==> src/rtl/tlight_pkg.sv <==
// Shared lamp encodings, monitor state/pattern types and default phase timings
// used by the traffic-light controller, the monitor and their benches.
package tlight_pkg;

    localparam logic [2:0] RED    = 3'b100;
    localparam logic [2:0] YELLOW = 3'b010;
    localparam logic [2:0] GREEN  = 3'b001;

    localparam int YELLOW_CYCLES_DEF    = 3;
    localparam int RED_GREEN_CYCLES_DEF = 15;

    typedef enum logic [2:0] {
        SYNC = 3'd0,
        YYU  = 3'd1,
        YY1  = 3'd2,
        RG   = 3'd3,
        YY2  = 3'd4,
        GR   = 3'd5
    } tlm_state_t;

    // Pattern labels carry a prefix so they do not collide with the state names.
    typedef enum logic [1:0] {
        PAT_ILL = 2'd0,
        PAT_YY  = 2'd1,
        PAT_RG  = 2'd2,
        PAT_GR  = 2'd3
    } tlm_pat_t;

    function automatic tlm_pat_t state_pat(tlm_state_t s);
        case (s)
            YYU, YY1, YY2: return PAT_YY;
            RG:            return PAT_RG;
            GR:            return PAT_GR;
            default:       return PAT_ILL;
        endcase
    endfunction

    function automatic tlm_state_t pat_entry(tlm_pat_t p);
        case (p)
            PAT_YY:  return YYU;
            PAT_RG:  return RG;
            PAT_GR:  return GR;
            default: return SYNC;
        endcase
    endfunction

endpackage

==> src/rtl/tlight_pat_decode.sv <==
// Combinational lamp-pattern decoder: ns/we lamp buses -> tlm_pat_t.
module tlight_pat_decode
    import tlight_pkg::*;
(
    input  logic [2:0] ns,
    input  logic [2:0] we,
    output tlm_pat_t   pat
);

    always_comb begin
        pat = PAT_ILL;
        if (ns == YELLOW && we == YELLOW) pat = PAT_YY;
        else if (ns == RED && we == GREEN) pat = PAT_RG;
        else if (ns == GREEN && we == RED) pat = PAT_GR;
    end

endmodule

==> src/rtl/tlight_monitor.sv <==
// Traffic-light lamp monitor: phase sequence/timing checker and rotation counter.
// Optional err_count output is enabled with `define TLIGHT_MON_ERRCNT_EN.
module tlight_monitor
    import tlight_pkg::*;
#(
    parameter int YELLOW_CYCLES    = YELLOW_CYCLES_DEF,
    parameter int RED_GREEN_CYCLES = RED_GREEN_CYCLES_DEF,
    parameter int ROT_W            = 8
) (
    input  logic             clock,
    input  logic             reset,
    input  logic [2:0]       ns,
    input  logic [2:0]       we,
    input  logic             clear,
    output logic [2:0]       phase,
    output logic             err_illegal,
    output logic             err_seq,
    output logic             err_time,
    output logic             err_any,
    output logic [ROT_W-1:0] rot_count
`ifdef TLIGHT_MON_ERRCNT_EN
   ,output logic [7:0]       err_count
`endif
);

    localparam int DW = $clog2(RED_GREEN_CYCLES + 2);
    localparam logic [DW-1:0] DMAX = '1;
    localparam logic [DW-1:0] YC   = DW'(YELLOW_CYCLES);
    localparam logic [DW-1:0] RGC  = DW'(RED_GREEN_CYCLES);

    tlm_pat_t   pat;
    tlm_state_t state, st_n, succ;
    logic [DW-1:0] dur, dur_n, req;
    logic first, first_n, succ_ok;
    logic ill_n, seq_n, tim_n, rot_inc, any_n;

    tlight_pat_decode u_dec (.ns(ns), .we(we), .pat(pat));

    always_comb begin
        succ    = SYNC;
        succ_ok = 1'b0;
        case (state)
            YYU: if (pat == PAT_RG || pat == PAT_GR) begin succ = pat_entry(pat); succ_ok = 1'b1; end
            YY1: if (pat == PAT_RG) begin succ = RG;  succ_ok = 1'b1; end
            RG:  if (pat == PAT_YY) begin succ = YY2; succ_ok = 1'b1; end
            YY2: if (pat == PAT_GR) begin succ = GR;  succ_ok = 1'b1; end
            GR:  if (pat == PAT_YY) begin succ = YY1; succ_ok = 1'b1; end
            default: ;
        endcase
    end

    always_comb begin
        st_n    = state;
        dur_n   = dur;
        first_n = first;
        ill_n   = 1'b0;
        seq_n   = 1'b0;
        tim_n   = 1'b0;
        rot_inc = 1'b0;
        req     = (state_pat(state) == PAT_YY) ? YC : RGC;
        if (pat == PAT_ILL) begin
            ill_n = 1'b1;
            st_n  = SYNC;
            dur_n = '0;
        end else if (state == SYNC) begin
            st_n    = pat_entry(pat);
            dur_n   = DW'(1);
            first_n = 1'b1;
        end else if (pat == state_pat(state)) begin
            if (dur != DMAX) dur_n = dur + 1'b1;
            tim_n = !first && (dur == req);
        end else if (succ_ok) begin
            // Over-long phases were already flagged while running, so only a short one fires here.
            tim_n   = !first && (dur < req);
            rot_inc = !first && (state == GR);
            st_n    = succ;
            dur_n   = DW'(1);
            first_n = 1'b0;
        end else begin
            seq_n   = 1'b1;
            st_n    = pat_entry(pat);
            dur_n   = DW'(1);
            first_n = 1'b1;
        end
        any_n = ill_n | seq_n | tim_n;
    end

    always_ff @(posedge clock) begin
        if (reset) begin
            state       <= SYNC;
            dur         <= '0;
            first       <= 1'b1;
            err_illegal <= 1'b0;
            err_seq     <= 1'b0;
            err_time    <= 1'b0;
            err_any     <= 1'b0;
            rot_count   <= '0;
        end else begin
            state       <= st_n;
            dur         <= dur_n;
            first       <= first_n;
            err_illegal <= ill_n;
            err_seq     <= seq_n;
            err_time    <= tim_n;
            err_any     <= (err_any & ~clear) | any_n;
            if (clear) rot_count <= '0;
            else if (rot_inc && rot_count != '1) rot_count <= rot_count + 1'b1;
        end
    end

`ifdef TLIGHT_MON_ERRCNT_EN
    always_ff @(posedge clock) begin
        if (reset) err_count <= '0;
        else if (clear) err_count <= {7'd0, any_n};
        else if (any_n && err_count != 8'hFF) err_count <= err_count + 8'd1;
    end
`endif

    assign phase = state;

endmodule

==> config.mk <==
export PLATFORM = sky130hd
export DESIGN_NAME = tlight_monitor
export DESIGN_NICKNAME = d
export VERILOG_FILES = /design/src/rtl/tlight_pkg.sv /design/src/rtl/tlight_pat_decode.sv /design/src/rtl/tlight_monitor.sv
export SDC_FILE = /design/constraint.sdc
export NUM_CORES = 1
export LEC_CHECK = 0
export CELL_PAD_IN_SITES_DETAIL_PLACEMENT = 2
export CELL_PAD_IN_SITES_GLOBAL_PLACEMENT = 2
export CORE_ASPECT_RATIO = 1.25
export CORE_MARGIN = 5
export CORE_UTILIZATION = 28
export DETAILED_ROUTE_END_ITERATION = 10
export PLACE_DENSITY_LB_ADDON = 0.1
export SLEW_MARGIN = 20
export SYNTH_ARGS = -nofsm -noshare
export SYNTH_HDL_FRONTEND = slang
export SYNTH_SLANG_ARGS = --single-unit
==> constraint.sdc <==
create_clock -name clock -period 2.15 [get_ports clock]
set_input_delay 0.645 -clock clock [delete_from_list [all_inputs] [get_ports clock]]
set_output_delay 0.645 -clock clock [all_outputs]
set_load 0.05 [all_outputs]
# Word level (Yosys, flattened, before mapping)
# Cells that the tools add are included.
dict set report classes {
  multipliers 0
  n_mux 40
  div 0
  n_bitwise 7
  reduce_logical 17
  eq_ne 21
  shifts 0
  n_addsub 2
  magnitude_cmp 1
}
# operator n
set op_table {}
lappend op_table {{two-way mux 1 bit} 22}
lappend op_table {{two-way mux 3 bit} 6}
lappend op_table {{one-hot mux 3 bit (5 select lines)} 1}
lappend op_table {{two-way mux 2 bit} 7}
lappend op_table {{== test 3 x 2 -> 1 bit, second input constant} 4}
lappend op_table {{== test 3 bit, second input constant} 4}
lappend op_table {{== test 3 x 1 -> 1 bit, second input constant} 3}
lappend op_table {{one-hot mux 3 bit (3 select lines)} 1}
lappend op_table {{adder 8 x 1 -> 8 bit, second input constant} 1}
lappend op_table {{inequality test 8 bit, second input constant} 1}
lappend op_table {{logical AND 1 bit} 7}
lappend op_table {{one-hot mux 2 bit (3 select lines)} 1}
lappend op_table {{OR reduction 2 bit} 3}
lappend op_table {{adder 5 x 1 -> 5 bit, second input constant} 1}
lappend op_table {{== test 5 x 4 -> 1 bit} 1}
lappend op_table {{less-than comparator 5 x 4 -> 1 bit} 1}
lappend op_table {{inequality test 5 bit, second input constant} 1}
lappend op_table {{== test 2 x 1 -> 1 bit, second input constant} 2}
lappend op_table {{== test 2 bit, second input constant} 2}
lappend op_table {{two-way mux 4 bit} 1}
lappend op_table {{one-hot mux 1 bit (4 select lines)} 1}
lappend op_table {{OR reduction 4 bit} 1}
lappend op_table {{zero test 3 bit} 1}
lappend op_table {{inequality test 3 x 2 -> 1 bit, second input constant} 1}
lappend op_table {{other kinds (10)} 14}
dict set report word_totals {
  mem_bits_rw 0
  out_inout_bits 15
  mem_count 0
  romBits 0
  reg_bits 21
  latchBits 0
}

# Depth between registers and ports, before layout
dict set report logic_depth {
  word_depth 16
  depth_mapped 9
  depth_no_buf 8
}

# By module
# A second synthesis with hierarchy kept.
dict set report hier_totals {
  cells_unflattened 157
  hier_area_um2 1356.3
}
# mod area_per_inst_um2 n_inst cells_per_inst seq_area_each_um2
set by_module_without_submodules {}
lappend by_module_without_submodules {tlight_monitor 1291.2 1 151 420.4}
lappend by_module_without_submodules {tlight_pat_decode 65.1 1 6 0.0}

# Worst setup path before layout
# Ideal clock, no wire load.
dict set report synth_path {
  path_type {flip-flop to flip-flop}
  start {register state[2], in the netlist phase[2]}
  end {register err_any}
  setup_time_ns 0.081
  setup_slack_ns -0.514
  stages_incl_launch_ff 10
  t_arrival_ns 2.583
  period_less_slack_ns 2.664
  path_buffers 1
  required_time_ns 2.069
  path_cell_list {dfxtp_1 -> buf_2 -> inv_1 -> or3_1 -> o21ai_0 -> ha_1 -> a31o_2 -> a2111oi_0 -> a2bb2oi_1 -> a41oi_1}
}
dict set report synth_via {
  elab_chain_cells 13
  elab_cells_between_ends 30
}
# item line
set synth_rtl {}
lappend synth_rtl {{start: declaration} tlight_monitor.sv:32} ;# tlm_state_t state, st_n, succ;
lappend synth_rtl {{start signal: assignment} tlight_monitor.sv:99} ;# state <= st_n;
lappend synth_rtl {{== test 3 x 1 -> 1 bit, or another cell as far along} {tlight_pkg.sv:30, tlight_monitor.sv:42}}
lappend synth_rtl {{OR reduction 3 bit} tlight_pkg.sv:30} ;# case (s)
lappend synth_rtl {{one-hot mux 2 bit (3 select lines)} tlight_pkg.sv:30}
lappend synth_rtl {{== test 2 x 1 -> 1 bit} tlight_monitor.sv:60} ;# req = (state_pat(state) == PAT_YY) ? YC : RGC;
lappend synth_rtl {{two-way mux 4 bit} tlight_monitor.sv:60}
lappend synth_rtl {{less-than comparator 5 x 4 -> 1 bit} tlight_monitor.sv:74} ;# tim_n = !first && (dur < req);
lappend synth_rtl {{logical AND 1 bit} tlight_monitor.sv:74}
lappend synth_rtl {{two-way mux 1 bit} tlight_monitor.sv:72} ;# end else if (succ_ok) begin
lappend synth_rtl {{two-way mux 1 bit} tlight_monitor.sv:69} ;# end else if (pat == state_pat(state)) begin
lappend synth_rtl {{two-way mux 1 bit} tlight_monitor.sv:65} ;# end else if (state == SYNC) begin
lappend synth_rtl {{two-way mux 1 bit} tlight_monitor.sv:61} ;# if (pat == PAT_ILL) begin
lappend synth_rtl {{bitwise OR 1 bit (*)} tlight_monitor.sv:85} ;# any_n = ill_n | seq_n | tim_n;
lappend synth_rtl {{bitwise OR 1 bit (*)} tlight_monitor.sv:105} ;# err_any <= (err_any & ~clear) | any_n;
lappend synth_rtl {{end signal: assignment} tlight_monitor.sv:105}
lappend synth_rtl {{end: declaration} tlight_monitor.sv:19} ;# output logic err_any,
# Every way passes the cells marked *; elsewhere a longest branch is shown, timed or not. The select of a mux whose other input is x is not followed.
# A chain may end at the register's enable or synchronous reset.

# Final worst setup path
dict set report layout_path {
  start {input port we[2]}
  end {register rot_count[6]}
}
dict set report layout_via {
  elab_chain_cells 14
  elab_cells_between_ends 25
}
# item line
set layout_rtl {}
lappend layout_rtl {{start: declaration} tlight_monitor.sv:13} ;# input logic [2:0] we,
lappend layout_rtl {{== test 3 bit} tlight_pat_decode.sv:14} ;# else if (ns == GREEN && we == RED) pat = PAT_GR;
lappend layout_rtl {{logical AND 1 bit} tlight_pat_decode.sv:14}
lappend layout_rtl {{two-way mux 2 bit} tlight_pat_decode.sv:14}
lappend layout_rtl {{two-way mux 2 bit} tlight_pat_decode.sv:13} ;# else if (ns == RED && we == GREEN) pat = PAT_RG;
lappend layout_rtl {{two-way mux 2 bit (*)} tlight_pat_decode.sv:12} ;# if (ns == YELLOW && we == YELLOW) pat = PAT_YY;
lappend layout_rtl {{== test 2 bit, on equally long branches} {tlight_monitor.sv:43, tlight_monitor.sv:44, tlight_monitor.sv:46}}
lappend layout_rtl {{logical OR 1 bit} tlight_monitor.sv:43} ;# YYU: if (pat == PAT_RG || pat == PAT_GR) begin succ = pat_entry(pat); succ_ok = 1'b1; end
lappend layout_rtl {{two-way mux 1 bit} tlight_monitor.sv:43}
lappend layout_rtl {{one-hot mux 1 bit (4 select lines)} tlight_monitor.sv:42} ;# case (state)
lappend layout_rtl {{two-way mux 1 bit} tlight_monitor.sv:72}
lappend layout_rtl {{two-way mux 1 bit} tlight_monitor.sv:69}
lappend layout_rtl {{two-way mux 1 bit} tlight_monitor.sv:65}
lappend layout_rtl {{two-way mux 1 bit (*)} tlight_monitor.sv:61}
lappend layout_rtl {{logical AND 1 bit (*)} tlight_monitor.sv:107} ;# else if (rot_inc && rot_count != '1) rot_count <= rot_count + 1'b1;
lappend layout_rtl {{end signal: assignment} tlight_monitor.sv:107}
lappend layout_rtl {{end: declaration} tlight_monitor.sv:20} ;# output logic [ROT_W-1:0] rot_count
# Every way passes the cells marked *; elsewhere a longest branch is shown, timed or not.

==> impl_metrics.csv <==
group,metric,value,unit
status,status,"completed",
floorplan,die_area,0.00649,mm2
final_layout,stdcell_count,271,
timing,hold_violations,0,
floorplan,start_util,0.292,
global_routing,grt_max_degree,18,
final_layout,drive_gt1_frac,0.365,
synth,netlist.top_cell.by_area,"dfxtp_1",
worst_setup_path,r2r_start,"phase[2]",
clocking,clockBufferDepth,2,
hold_path,hold_end,"rot_count[6]",
worst_setup_path,critPathTopFamily,"simple AND/OR/NAND/NOR gates",
hold_path,min_path_type,"flop to flop",
placement,dp_cells,263,
worst_setup_path,regToRegSetupSlack,0.08,ns
timing,slew_headroom,0.663,
worst_setup_path,cp.arrival,2.29,ns
synth,synth.top_cell.area_share,0.302,
pwr,total_power,734,uW
run,drv_cap,0,
timing,tns,0,ns
route,vias,1447,
final_layout,nNetsFinal,226,
placement,dp_hpwl,3490,um
timing,period_minus_slack,2.10,ns
worst_setup_path,end_kind,"flop",
floorplan,die_h,88.8,um
route,wl,4580,um
route,drtAntennaViolNets,0,
synth,syn_area,0.00139,mm2
worst_setup_path,cp.required,2.34,ns
global_routing,grt_pass1_vias,1629,
timing,fin_skew,0.00134,ns
clocking,clk_pin_slew,0.08,ns
timing,rsz0062_at_grt,"true",
timing,finalSetupViolCount,0,
synth,ys_types,52,
worst_setup_path,crit_path_start_kind,"primary input",
synth,ys_ff_latch,21,
worst_setup_path,criticalPathCategory,"primary input to flop",
synth,async_flop_share,0,
hold_path,whs_path_depth,2,
pwr,irDropWorstVdd,0.000333,V
synth,synth_cells,164,
pwr,cellPowerDensity,369,mW/mm2
clocking,clock_latency,0.26,ns
clocking,cts_tree,"yes",
placement,numPortBuffers,23,
worst_setup_path,slowest_stage,"a2111oi_4",
synth,ys.flop_type,"dfxtp_1",
route,drtIter0Drc,27,
hold_path,hp-start,"rot_count[6]",
worst_setup_path,cp_cell_sequence,"buf_8 > and4bb_4 > nand2_4 > a2111oi_4 > o21ai_2 > or4_1 > a21boi_1",
synth,synthTopCellsByArea,"dfxtp_1 30%, nor2_1 4.9%, ha_1 4.5%",
worst_setup_path,rr_worst_depth,8,
route,vias_per_cell,5.34,
route,wire_per_inst,16.9,um
floorplan,core,0.00476,mm2
global_routing,grt_usage,0.149,
synth,synth_seq_area_share,0.302,
placement,gp_congestion,0.734,
synth,syn-num-nets,178,
route,post-route-drc-count,0,
synth,synth_edf_count,0,
clocking,clock_sinks,21,
floorplan,pin_count,24,
timing,tightestPinTransition,0.504,ns
global_routing,grt_antenna_before_repair,0,
clocking,numCtsBuffers,3,
synth,syn_area_per_cell,8.49,um2
final_layout,n_antenna_cell,0,
route,drt_first_pass_iters,4,
clocking,htreeDepth,1,
timing,slew_violations,0,
global_routing,grt_overflow,0,
clocking,root_buffer,"clkbuf_8",
floorplan,rows,28,
global_routing,grt_pass1_wl,7730,um
worst_setup_path,cpPeakStageDelay,0.43,ns
timing,fin_crit_sh,0.977,
worst_setup_path,path_max_fanout,4,
pwr,p_leak,0.000738,uW
floorplan,die_x,73.1,um
final_layout,syn2layout_area_growth,42.7,%
final_layout,nFillCells,547,
worst_setup_path,r2r-end,"err_any",
timing,fmax,476,MHz
synth,yosysWarnings,0,
worst_setup_path,timing.critical_path.buf_inv,1,
## sequential cells by signal, indices dropped and copies added, names as in the netlist
signal / cells
err_any: 1
dur: 5
err_illegal: 1
err_time: 1
rot_count: 8
err_seq: 1
phase: 3
first: 1
## layout make-up
class | instances | area [um2] | area share
sequential | 21 | 427 | 0.215
timing repair buffer | 50 | 409 | 0.206
inverter | 3 | 11.3 | 0.00567
clock buffer | 4 | 45.0 | 0.0227
tap | 60 | 75.1 | 0.0378
multi-input combinational | 133 | 1020 | 0.513
## how the worst max path moves through the flow
| stage | start | end | depth (start not counted) |
|---|---|---|---|
| 4_1_cts | ns[2] | rot_count[7] | 7 |
| 3_5_place_dp | we[2] | err_any | 8 |
| 6_report | we[2] | rot_count[6] | 7 |
| 5_1_grt | we[2] | rot_count[6] | 7 |
| 2_1_floorplan | we[2] | rot_count[6] | 6 |
| 3_3_place_gp | we[1] | phase[2] | 8 |
## routing by layer
metal  wire, um  GRT usage  part of all wire
met3        117     0.0159             0.026
met4         27     0.0403            0.0059
met2       2410      0.278              0.53
met1       2030      0.177              0.44
met5          0          0                 0
## kinds of logic after synthesis
group,after synthesis,share of synthesized area
XOR/XNOR,6,0.0377
adder cells (fa/ha/maj),5,0.0449
AO/OA/AOI/OAI,50,0.272
buffers and inverters,10,0.0288
AND/OR/NAND/NOR,68,0.285
multiplexers,4,0.0296
flip-flops,21,0.302
## report_power, final
part,switching [uW],internal [uW]
Sequential,1.64,390
Clock,131,132
Combinational,41.2,38.6
Total,174,561
## synthesized netlist by cell type (3+ instances only)
library cell,count
nor3_1,4
o21ai_0,5
ha_1,5
nand2_1,10
o2111ai_1,4
nand2b_1,3
a21oi_1,8
nor2_1,18
clkbuf_1,3
inv_1,3
a31oi_1,3
o21a_1,3
xor2_1,3
or3_1,5
dfxtp_1,21
a21boi_1,3
xnor2_1,3
nand3_1,8
o22ai_1,3
nand4_1,4
mux2i_1,3
## repair_timing
item,in CTS,in global routing
pin swaps,10,8
hold buffers,0,0
setup endpoints to repair,20,10
buffers inserted,2,2
resized for setup,33,12
## worst register-to-register path: stages, from the launching register on
cell	delay (ns)
dfxtp_4	0.35
inv_1	0.05
or3_1	0.38
o21ai_2	0.09
ha_1	0.26
a31o_2	0.27
a2111oi_4	0.30
a2bb2oi_2	0.10
a41oi_1	0.19
## through the flow
stage          area [um2]  setup WS, ns  hold slack [ns]   util
3_3_place_gp         1830        -0.651            0.494  0.384
2_1_floorplan        1420        -0.113            0.499      -
6_report             1990        0.0504            0.525  0.417
4_1_cts              1930       -0.0140            0.526  0.405
5_1_grt              1990       -0.0369            0.577  0.417
3_5_place_dp         1830        -0.713            0.514  0.384
## cells in the final DEF (no fill, tap or decap), types with 3 or more instances in the layout
master,instances
a21oi_1,7
a31oi_1,3
and4bb_4,3
buf_4,37
buf_6,5
clkbuf_8,3
clkdlybuf4s50_1,5
dfxtp_1,18
ha_1,5
inv_1,3
mux2i_1,3
nand2_1,10
nand2b_1,3
nand3_1,8
nand4_1,4
nor2_1,18
nor3_1,4
o21a_1,3
o21ai_0,4
or3_1,4
xnor2_1,3
xor2_1,3
Note: power is estimated with default switching activity, not from simulation.
